<file path="src/rtl/membus_pkg.sv">
// Shared definitions for the memory-bus top level and its arbiter:
// grant-state encoding, bus widths and a byte-lane helper.
package membus_pkg;

  typedef enum logic [1:0] {
    GS_NONE = 2'd0,
    GS_CPU  = 2'd1,
    GS_L1   = 2'd2,
    GS_L2   = 2'd3
  } grant_t;

  localparam int MEM_AW   = 18;
  localparam int MEM_DW   = 32;
  localparam int LAYER_AW = 16;
  localparam int CPU_DW   = 8;

  function automatic logic [3:0] lane_onehot(input logic [1:0] lane);
    return 4'b0001 << lane;
  endfunction

endpackage

</file>
<file path="src/rtl/membus_if.sv">
// Memory-side bus between the arbiter (master) and the memory (slave).
interface membus_if;
  import membus_pkg::*;

  // mem_strobe is a one-cycle command with no back-pressure: the memory
  // always accepts it, and mem_rddata is valid in the following cycle.
  logic              mem_strobe;
  logic              mem_write;
  logic [MEM_AW-1:0] mem_addr;
  logic [MEM_DW-1:0] mem_wrdata;
  logic [3:0]        mem_bytesel;
  logic [MEM_DW-1:0] mem_rddata;

  modport master (
    output mem_strobe, mem_write, mem_addr, mem_wrdata, mem_bytesel,
    input  mem_rddata
  );

  modport slave (
    input  mem_strobe, mem_write, mem_addr, mem_wrdata, mem_bytesel,
    output mem_rddata
  );

endinterface

</file>
<file path="src/rtl/membus_arbiter.sv">
// Single-port memory arbiter: one CPU byte access path and two round-robin
// layer fetch ports, with a bounded CPU burst while a layer is waiting.
module membus_arbiter
  import membus_pkg::*;
#(
    parameter int CPU_MAX_CONSEC = 2
) (
    input  logic                clk,
    input  logic                rst_n,
    input  logic                cpu_req,
    input  logic                cpu_write,
    input  logic [MEM_AW-1:0]   cpu_addr,
    input  logic [CPU_DW-1:0]   cpu_wrdata,
    output logic                cpu_busy,
    output logic                cpu_ack,
    output logic [CPU_DW-1:0]   cpu_rddata,
    output logic                cpu_overrun,
    input  logic                l1_req,
    input  logic                l2_req,
    input  logic [LAYER_AW-1:0] l1_addr,
    input  logic [LAYER_AW-1:0] l2_addr,
    output logic                l1_ack,
    output logic                l2_ack,
    membus_if.master            bus,
    output grant_t              dbg_state
);

    localparam int CW = (CPU_MAX_CONSEC < 1) ? 1 : $clog2(CPU_MAX_CONSEC + 1);
    localparam logic [CW-1:0] CONSEC_MAX = CW'(CPU_MAX_CONSEC);

    grant_t            state;
    grant_t            grant;
    logic [CW-1:0]     cpu_consec;
    logic              rr_last_l1;
    logic [MEM_AW-1:0] hold_addr;
    logic              hold_write;
    logic [CPU_DW-1:0] hold_wrdata;
    logic [1:0]        fl_lane;
    logic              fl_write;
    logic [CPU_DW-1:0] rddata_q;
    logic [CPU_DW-1:0] lane_byte;
    logic              layer_req;
    logic              force_layer;
    logic              cpu_grant;
    logic              cpu_accept;

    function automatic grant_t rr_pick(input logic r1, input logic r2,
                                       input logic last_l1);
        if (r1 && r2) return last_l1 ? GS_L2 : GS_L1;
        else if (r1)  return GS_L1;
        else          return GS_L2;
    endfunction

    assign layer_req   = l1_req | l2_req;
    assign force_layer = layer_req && (cpu_consec >= CONSEC_MAX);
    assign cpu_grant   = (grant == GS_CPU);
    // A request landing in the CPU grant cycle refills the slot being freed.
    assign cpu_accept  = cpu_req && (!cpu_busy || cpu_grant);

    // Grant decision; held off while reset is asserted so mem_* stay at 0.
    always_comb begin
        grant = GS_NONE;
        if (!rst_n)
            grant = GS_NONE;
        else if (cpu_busy && !force_layer)
            grant = GS_CPU;
        else if (layer_req)
            grant = rr_pick(l1_req, l2_req, rr_last_l1);
    end

    always_comb begin
        bus.mem_strobe  = 1'b0;
        bus.mem_write   = 1'b0;
        bus.mem_addr    = '0;
        bus.mem_wrdata  = '0;
        bus.mem_bytesel = 4'b0000;
        case (grant)
            GS_CPU: begin
                bus.mem_strobe  = 1'b1;
                bus.mem_write   = hold_write;
                bus.mem_addr    = hold_addr;
                bus.mem_wrdata  = {4{hold_wrdata}};
                bus.mem_bytesel = lane_onehot(hold_addr[1:0]);
            end
            GS_L1: begin
                bus.mem_strobe  = 1'b1;
                bus.mem_addr    = {l1_addr, 2'b00};
                bus.mem_bytesel = 4'b1111;
            end
            GS_L2: begin
                bus.mem_strobe  = 1'b1;
                bus.mem_addr    = {l2_addr, 2'b00};
                bus.mem_bytesel = 4'b1111;
            end
            default: ;
        endcase
    end

    always_ff @(posedge clk or negedge rst_n) begin
        if (!rst_n) begin
            state      <= GS_NONE;
            rr_last_l1 <= 1'b0;
            cpu_consec <= '0;
        end else begin
            state <= grant;
            if (grant == GS_L1)
                rr_last_l1 <= 1'b1;
            else if (grant == GS_L2)
                rr_last_l1 <= 1'b0;
            if (cpu_grant) begin
                if (cpu_consec < CONSEC_MAX)
                    cpu_consec <= cpu_consec + CW'(1);
            end else begin
                cpu_consec <= '0;
            end
        end
    end

    // CPU holding slot plus the attributes of the access currently in flight.
    always_ff @(posedge clk or negedge rst_n) begin
        if (!rst_n) begin
            cpu_busy    <= 1'b0;
            cpu_overrun <= 1'b0;
            hold_addr   <= '0;
            hold_write  <= 1'b0;
            hold_wrdata <= '0;
            fl_lane     <= 2'b00;
            fl_write    <= 1'b0;
        end else begin
            if (cpu_accept) begin
                cpu_busy    <= 1'b1;
                hold_addr   <= cpu_addr;
                hold_write  <= cpu_write;
                hold_wrdata <= cpu_wrdata;
            end else if (cpu_grant) begin
                cpu_busy <= 1'b0;
            end
            if (cpu_req && cpu_busy && !cpu_grant)
                cpu_overrun <= 1'b1;
            if (cpu_grant) begin
                fl_lane  <= hold_addr[1:0];
                fl_write <= hold_write;
            end
        end
    end

    assign lane_byte = bus.mem_rddata[{fl_lane, 3'b000} +: CPU_DW];

    always_ff @(posedge clk or negedge rst_n) begin
        if (!rst_n)
            rddata_q <= '0;
        else if (state == GS_CPU && !fl_write)
            rddata_q <= lane_byte;
    end

    // Read data is forwarded during the ack cycle and held afterwards.
    assign cpu_rddata = (state == GS_CPU && !fl_write) ? lane_byte : rddata_q;
    assign cpu_ack    = (state == GS_CPU);
    assign l1_ack     = (state == GS_L1);
    assign l2_ack     = (state == GS_L2);
    assign dbg_state  = state;

endmodule
</file>
<file path="src/flat_wrapper.sv">
// flat-port wrapper written by rule: the top's interface ports become plain ports
module membus_arbiter_flat import membus_pkg::*;
#(
    parameter int CPU_MAX_CONSEC = 2
)
  (clk, rst_n, cpu_req, cpu_write, cpu_addr, cpu_wrdata, cpu_busy, cpu_ack, cpu_rddata, cpu_overrun, l1_req, l2_req, l1_addr, l2_addr, l1_ack, l2_ack, dbg_state, bus_mem_strobe, bus_mem_write, bus_mem_addr, bus_mem_wrdata, bus_mem_bytesel, bus_mem_rddata);
  membus_if bus_i ();
  input  logic clk;
  input  logic rst_n;
  input  logic cpu_req;
  input  logic cpu_write;
  input  logic [MEM_AW-1:0] cpu_addr;
  input  logic [CPU_DW-1:0] cpu_wrdata;
  output logic cpu_busy;
  output logic cpu_ack;
  output logic [CPU_DW-1:0] cpu_rddata;
  output logic cpu_overrun;
  input  logic l1_req;
  input  logic l2_req;
  input  logic [LAYER_AW-1:0] l1_addr;
  input  logic [LAYER_AW-1:0] l2_addr;
  output logic l1_ack;
  output logic l2_ack;
  output grant_t dbg_state;
  output wire logic [$bits(bus_i.mem_strobe)-1:0] bus_mem_strobe;
  output wire logic [$bits(bus_i.mem_write)-1:0] bus_mem_write;
  output wire logic [$bits(bus_i.mem_addr)-1:0] bus_mem_addr;
  output wire logic [$bits(bus_i.mem_wrdata)-1:0] bus_mem_wrdata;
  output wire logic [$bits(bus_i.mem_bytesel)-1:0] bus_mem_bytesel;
  input wire logic [$bits(bus_i.mem_rddata)-1:0] bus_mem_rddata;
  assign bus_mem_strobe = bus_i.mem_strobe;
  assign bus_mem_write = bus_i.mem_write;
  assign bus_mem_addr = bus_i.mem_addr;
  assign bus_mem_wrdata = bus_i.mem_wrdata;
  assign bus_mem_bytesel = bus_i.mem_bytesel;
  assign bus_i.mem_rddata = bus_mem_rddata;
  membus_arbiter #(.CPU_MAX_CONSEC(CPU_MAX_CONSEC)) u_core (.clk(clk), .rst_n(rst_n), .cpu_req(cpu_req), .cpu_write(cpu_write), .cpu_addr(cpu_addr), .cpu_wrdata(cpu_wrdata), .cpu_busy(cpu_busy), .cpu_ack(cpu_ack), .cpu_rddata(cpu_rddata), .cpu_overrun(cpu_overrun), .l1_req(l1_req), .l2_req(l2_req), .l1_addr(l1_addr), .l2_addr(l2_addr), .l1_ack(l1_ack), .l2_ack(l2_ack), .bus(bus_i), .dbg_state(dbg_state));
endmodule
</file>
<file path="config.mk">
export PLATFORM = sky130hd
export DESIGN_NAME = membus_arbiter_flat
export DESIGN_NICKNAME = d
export VERILOG_FILES = /design/src/rtl/membus_pkg.sv /design/src/rtl/membus_if.sv /design/src/rtl/membus_arbiter.sv /design/src/flat_wrapper.sv
export SDC_FILE = /design/constraint.sdc
export NUM_CORES = 1
export LEC_CHECK = 0
export CAP_MARGIN = 20
export CORE_MARGIN = 4
export CORE_UTILIZATION = 33
export DETAILED_ROUTE_END_ITERATION = 6
export PLACE_DENSITY = 0.77
export SLEW_MARGIN = 20
export SYNTH_ARGS = -nofsm -noshare
export SYNTH_HDL_FRONTEND = slang
export SYNTH_SLANG_ARGS = --single-unit
</file>
<file path="constraint.sdc">
create_clock -name clk -period 1.79 [get_ports clk]
set_input_delay 0.2685 -clock clk [delete_from_list [all_inputs] [get_ports clk]]
set_output_delay 0.2685 -clock clk [all_outputs]
set_load 0.05 [all_outputs]
</file>
# Word-level counts from Yosys, hierarchy flattened
# Index checks and enable logic that the tools add are counted.
[word_totals]
register_bits = 45
out_inout_bits = 71
[classes]
n_reduce_logical = 16
n_mux = 18
n_eq_ne = 7
order_cmp = 2
n_shift = 2
n_addsub = 1
bitwise_logic = 1
[op_table]
columns = ["op", "n"]
rows = [
  ["18-bit case mux with 3 select lines", 1],
  ["32-bit 2-to-1 mux", 1],
  ["32-bit by 6-bit indexed part select with 8-bit output", 1],
  ["2-bit 2-to-1 mux", 6],
  ["2-bit equality test, second input constant", 4],
  ["1-bit 2-to-1 mux", 8],
  ["8-bit 2-to-1 mux", 1],
  ["4-bit case mux with 2 select lines", 1],
  ["1-bit logical AND", 7],
  ["2-bit by 1-bit equality test with 1-bit output, second input constant", 2],
  ["1-bit zero test", 4],
  ["2-bit nonzero test", 2],
  ["1-bit by 2-bit << shifter with 4-bit output, first input constant", 1],
  ["3-bit OR reduction", 1],
  ["2-bit by 1-bit adder with 2-bit output, second input constant", 1],
  ["2-bit greater-or-equal comparator, second input constant", 1],
  ["2-bit < comparator, second input constant", 1],
  ["2-bit inequality test, second input constant", 1],
  ["2-bit OR reduction", 1],
  ["1-bit logical OR", 1],
  ["1-bit bitwise OR", 1],
]

# Depth between registers and ports, before layout
[depth]
word_depth = 10
mapped_depth = 9
depth_no_buf = 7

# Least setup slack after synthesis
# Ideal clock, no wire load.
[synth_timing]
path_kind = "reg-to-output"
startpoint = "register u_core.cpu_consec[1]"
endpoint = "output bus_mem_bytesel[0]"
path_stages_with_launch = 6
n_path_buf = 1
t_arrival_ns = 2.322
path_slack_ns = -0.800
path_cell_list = "dfrtp_1 ha_1 o21ai_1 a32oi_2 buf_2 o31ai_1"
[synth_between]
elab_chain_cells = 9
elab_cells_between_ends = 11
[synth_lines]
columns = ["element", "line_no", "text"]
rows = [
  ["from (decl)", "membus_arbiter.sv:33", "logic [CW-1:0] cpu_consec;"],
  ["from (signal assigned)", "membus_arbiter.sv:112", "cpu_consec <= cpu_consec + CW'(1);"],
  ["2-bit greater-or-equal comparator *", "membus_arbiter.sv:55", "assign force_layer = layer_req && (cpu_consec >= CONSEC_MAX);"],
  ["1-bit logical AND *", "membus_arbiter.sv:55", ""],
  ["1-bit zero test *", "membus_arbiter.sv:65", "else if (cpu_busy && !force_layer)"],
  ["1-bit logical AND *", "membus_arbiter.sv:65", ""],
  ["2-bit 2-to-1 mux *", "membus_arbiter.sv:65", ""],
  ["2-bit 2-to-1 mux *", "membus_arbiter.sv:63", "if (!rst_n)"],
  ["2-bit equality test", "membus_arbiter.sv:77", "case (grant)"],
  ["2-bit OR reduction (no line)", "--", ""],
  ["4-bit case mux with 2 select lines *", "membus_arbiter.sv:77", ""],
  ["to (decl)", "flat_wrapper.sv:29", "output wire logic [$bits(bus_i.mem_bytesel)-1:0] bus_mem_bytesel;"],
]
# Mark *: on every way between the ends. The rest lies on a longest branch, timed or not.

# Worst setup path after layout
# Same ends and word-level chain as after synthesis.

==> results_tabular.tex <==
\begin{tabular}{lr}
\hline
Metric & Value \\
\hline
\multicolumn{2}{l}{\textbf{Placed design}} \\
\quad Worst setup slack after placement & -477.1 ps \\
\quad HPWL Detailed & 6988 um \\
\quad Placed cells & 454 \\
\quad Number of port buffers & 166 \\
\quad Final RePlAce weighted congestion & 0.7960 \\
\multicolumn{2}{l}{\textbf{Detailed routing}} \\
\quad Via Count & 2,329 \\
\quad DRC marker count from the first detailed-route iteration & 40 \\
\quad Average via count per standard cell & 4.893 \\
\quad Number of nets still failing antenna checks after routing & 0 \\
\quad Post-DR wirelength/cell & 19.62 um \\
\quad Total wire length & 9338 um \\
\quad Number of remaining DRC errors & 0 \\
\quad Router iterations before antenna repair & 4 \\
\multicolumn{2}{l}{\textbf{Global route}} \\
\quad Wire length of the first global-routing pass & 12,740 um \\
\quad Largest net degree at the start of global routing & 35 \\
\quad Gr usage total & 18.24\% \\
\quad Total global routing overflow & 0 \\
\quad Number of antenna violations at the first check in global routing & 0 \\
\quad Vias in the first global route & 2,478 \\
\multicolumn{2}{l}{\textbf{Critical path}} \\
\quad Worst flop-to-flop path endpoint & u\_core.cpu\_overrun \\
\quad Number of cell instances on the worst register-to-register path & 8 \\
\quad Cell with the largest stage delay on the worst path & dfrtp\_1 \\
\quad Data arrival time of the critical path & 2010 ps \\
\quad Crit path buffers/inverters & 4 \\
\quad Kind of end point of the critical path & output port \\
\quad Dominant cell type by count on the critical path & buf\_6 \\
\quad Cell Chain, Critical Path & buf\_4 -> o21ai\_2 -> a32oi\_4 -> buf\_6 -> buf\_8 -> o31ai\_4 -> buf\_6 \\
\quad Crit Reg-Reg Startpoint & u\_core.cpu\_consec[1] \\
\quad Startpoint Class & flip-flop \\
\quad Largest incremental delay on the critical path & 420 ps \\
\quad Dominant delay contributor by cell family on the critical path & buffers and inverters \\
\quad Cell count along the critical path & 7 \\
\quad Req. time, crit path & 1520 ps \\
\quad Critical path class & flip-flop to output port \\
\quad Maximum fanout along the worst path & 5 \\
\quad Setup slack on the worst flop-to-flop path & -150 ps \\
\multicolumn{2}{l}{\textbf{Clocking}} \\
\quad \# H-tree levels & 2 \\
\quad Inserted Clock Buffers & 5 \\
\quad Clock tree from TritonCTS & built \\
\quad Cell at the root of the clock tree & clkbuf\_8 \\
\quad Clock slew at the register clock pins of the worst setup and hold paths & 80 ps \\
\quad Buffers from clock root to sink, at most & 2 \\
\quad Clock latency on the worst-skew pair & 300 ps \\
\quad Total clock sinks & 45 \\
\multicolumn{2}{l}{\textbf{Floorplanning}} \\
\quad Cell Rows & 31 \\
\quad Initial core utilization & 34.77\% \\
\quad Area of the core & 0.007408 mm\^{}2 \\
\quad Die footprint & 0.009284 mm\^{}2 \\
\quad Chip width & 96.36 um \\
\quad I/O pin count & 167 \\
\quad Height of the chip & 96.36 um \\
\multicolumn{2}{l}{\textbf{Timing}} \\
\quad Total Neg Setup Slack & -26,980 ps \\
\quad Worst Hold Margin & 116.6 ps \\
\quad Slew Viols, Final & 0 \\
\quad Setup repair after global routing missed its margin & true \\
\quad Max Clock Freq & 438.3 MHz \\
\quad Worst-margin pin slew & 511.8 ps \\
\quad Number of hold violations in the final report & 0 \\
\quad Setup-failing EPs final & 66 \\
\quad Shortest period the worst path allows & 2281 ps \\
\quad Post-route fraction of the period consumed by the critical path & 127.5\% \\
\quad Largest clock skew in the final design & 8.637 ps \\
\quad Final WS setup & -491.4 ps \\
\quad Relative slew slack & 65.82\% \\
\multicolumn{2}{l}{\textbf{Layout}} \\
\quad Number of nets in the layout & 473 \\
\quad Fraction of final layout cells with drive strength greater than 1 & 58.36\% \\
\quad Non-filler cells in the finished layout & 476 \\
\quad Total of fill cells in the finished design & 398 \\
\quad Number of inserted diodes & 0 \\
\quad Area growth from synthesis to layout & 129.3\% \\
\multicolumn{2}{l}{\textbf{Power}} \\
\quad Power density over the cells & 1724 mW/mm\^{}2 \\
\quad Pwr Total & 0.01018 W \\
\quad Total leakage power & 2.383 nW \\
\quad Worst-case vdd ir drop & 0.9182 mV \\
\multicolumn{2}{l}{\textbf{Synthesis}} \\
\quad Cell type with the largest total area after synthesis & dfrtp\_1 \\
\quad Leading cell type by number of instances after synthesis & dfrtp\_1 \\
\quad Avg Synthesized Cell Area & 12.57 um\^{}2 \\
\quad Syn Inst Count & 205 \\
\quad Yosys reg bits & 45 \\
\quad Total standard cell area after synthesis & 0.002576 mm\^{}2 \\
\quad Number of warnings reported in the yosys synthesis log & 0 \\
\quad Library cells used by synthesis & 30 \\
\quad Most frequently used flop master after synthesis & dfrtp\_1 \\
\quad Number of enable-type register cells in the synthesized netlist & 0 \\
\quad Share of async-settable or async-resettable flops after synthesis & 100.0\% \\
\quad Proportion of synthesized chip area in sequential cells & 43.71\% \\
\quad Commonest cells in the synthesized netlist & dfrtp\_1, mux2\_2, buf\_4 \\
\quad Post-synth net total & 302 \\
\quad Share of Yosys cell area claimed by the top area cell type & 43.71\% \\
\quad Top cells by area, synth & dfrtp\_1, mux2\_2, buf\_4, mux4\_2, mux2i\_1 \\
\multicolumn{2}{l}{\textbf{Job}} \\
\quad Max-Cap Viols & 0 \\
\multicolumn{2}{l}{\textbf{Run status}} \\
\quad Failing checks & negative setup slack \\
\quad Result of the run & finished with violations \\
\multicolumn{2}{l}{\textbf{Worst hold path}} \\
\quad Worst Hold Class & input pin to asynchronous set/reset pin \\
\hline
\end{tabular}
[what timing repair did]
item	CTS	global route
setup buffers	4	4
resized for setup	38	41
pin swaps	4	13
endpoints found under the setup margin	66	70
hold buffers	1	0
hold endpoints to repair	7	0
gates cloned	1	4
[per-layer routing]
metal  global-route usage [%]  vias up  routed length, um  share of wire [%]
li1                         -     1057                  -                  -
met1                    19.67     1148               3295                 35
met4                    5.724        0                306                3.3
met5                        0        -                  0                  0
met3                    4.769       25                578                6.2
met2                    34.39       99               5157                 55
[through the flow]
stage	utilization [%]	cell area, um^2
2_1_floorplan	-	3183
3_3_place_gp	71.07	5265
3_5_place_dp	71.07	5265
4_1_cts	75.58	5599
5_1_grt	79.73	5907
6_report	79.73	5907
[cell type report]
class	instances	area (um^2)	share of cell area, %
Clock buffer	6	82.58	1.398
Multi-Input combinational cell	119	1826	30.90
Inverter	5	21.27	0.3601
Tap cell	99	123.9	2.097
Timing Repair Buffer	200	2686	45.48
Sequential cell	45	1130	19.13
Clock inverter	2	37.54	0.6355
[where the power goes]
part	switching (W)	internal (W)	leakage (nW)
combinational	0.00376	0.00387	1.80
sequential	0.000349	0.00141	0.524
clock	0.000342	0.000454	0.0574
total	0.00445	0.00573	2.38
[flip-flops by register name, indices dropped and copies added (netlist names), 2 cells and up]
register	cells
u_core.rddata_q	8
u_core.dbg_state	2
u_core.cpu_consec	2
u_core.hold_addr	18
u_core.fl_lane	2
u_core.hold_wrdata	8
[cells by family after synthesis]
family / count (synthesis) / share of synthesized area [%]
muxes: 61 / 29.38
DFF: 45 / 43.71
adders and majority gates: 1 / 0.4856
AOI/OAI and AO/OA: 31 / 9.859
buffers and inverters: 41 / 10.44
xor gates and xnor gates: 1 / 0.3400
and+or+nand+nor: 25 / 5.779
[worst max path at each step]
stage,start,end
2_1_floorplan,u_core.cpu_consec[1],bus_mem_addr[10]
3_3_place_gp,l1_req,bus_mem_addr[17]
3_5_place_dp,l2_req,bus_mem_addr[17]
4_1_cts,u_core.cpu_consec[0],bus_mem_addr[13]
5_1_grt,u_core.cpu_consec[0],bus_mem_addr[17]
6_report,u_core.cpu_consec[1],bus_mem_bytesel[0]
[layout by cell type, fill, tap and decap left out, types with 9 or more instances in the layout]
cell type        count
clkdlybuf4s50_1     94
buf_12              62
dfrtp_1             42
mux2_2              25
buf_4               19
o2bb2ai_4           16
mux2i_4             13
and2_4              11
buf_6               11
mux2_4               9
No activity file was read; power rests on OpenSTA's default activity.
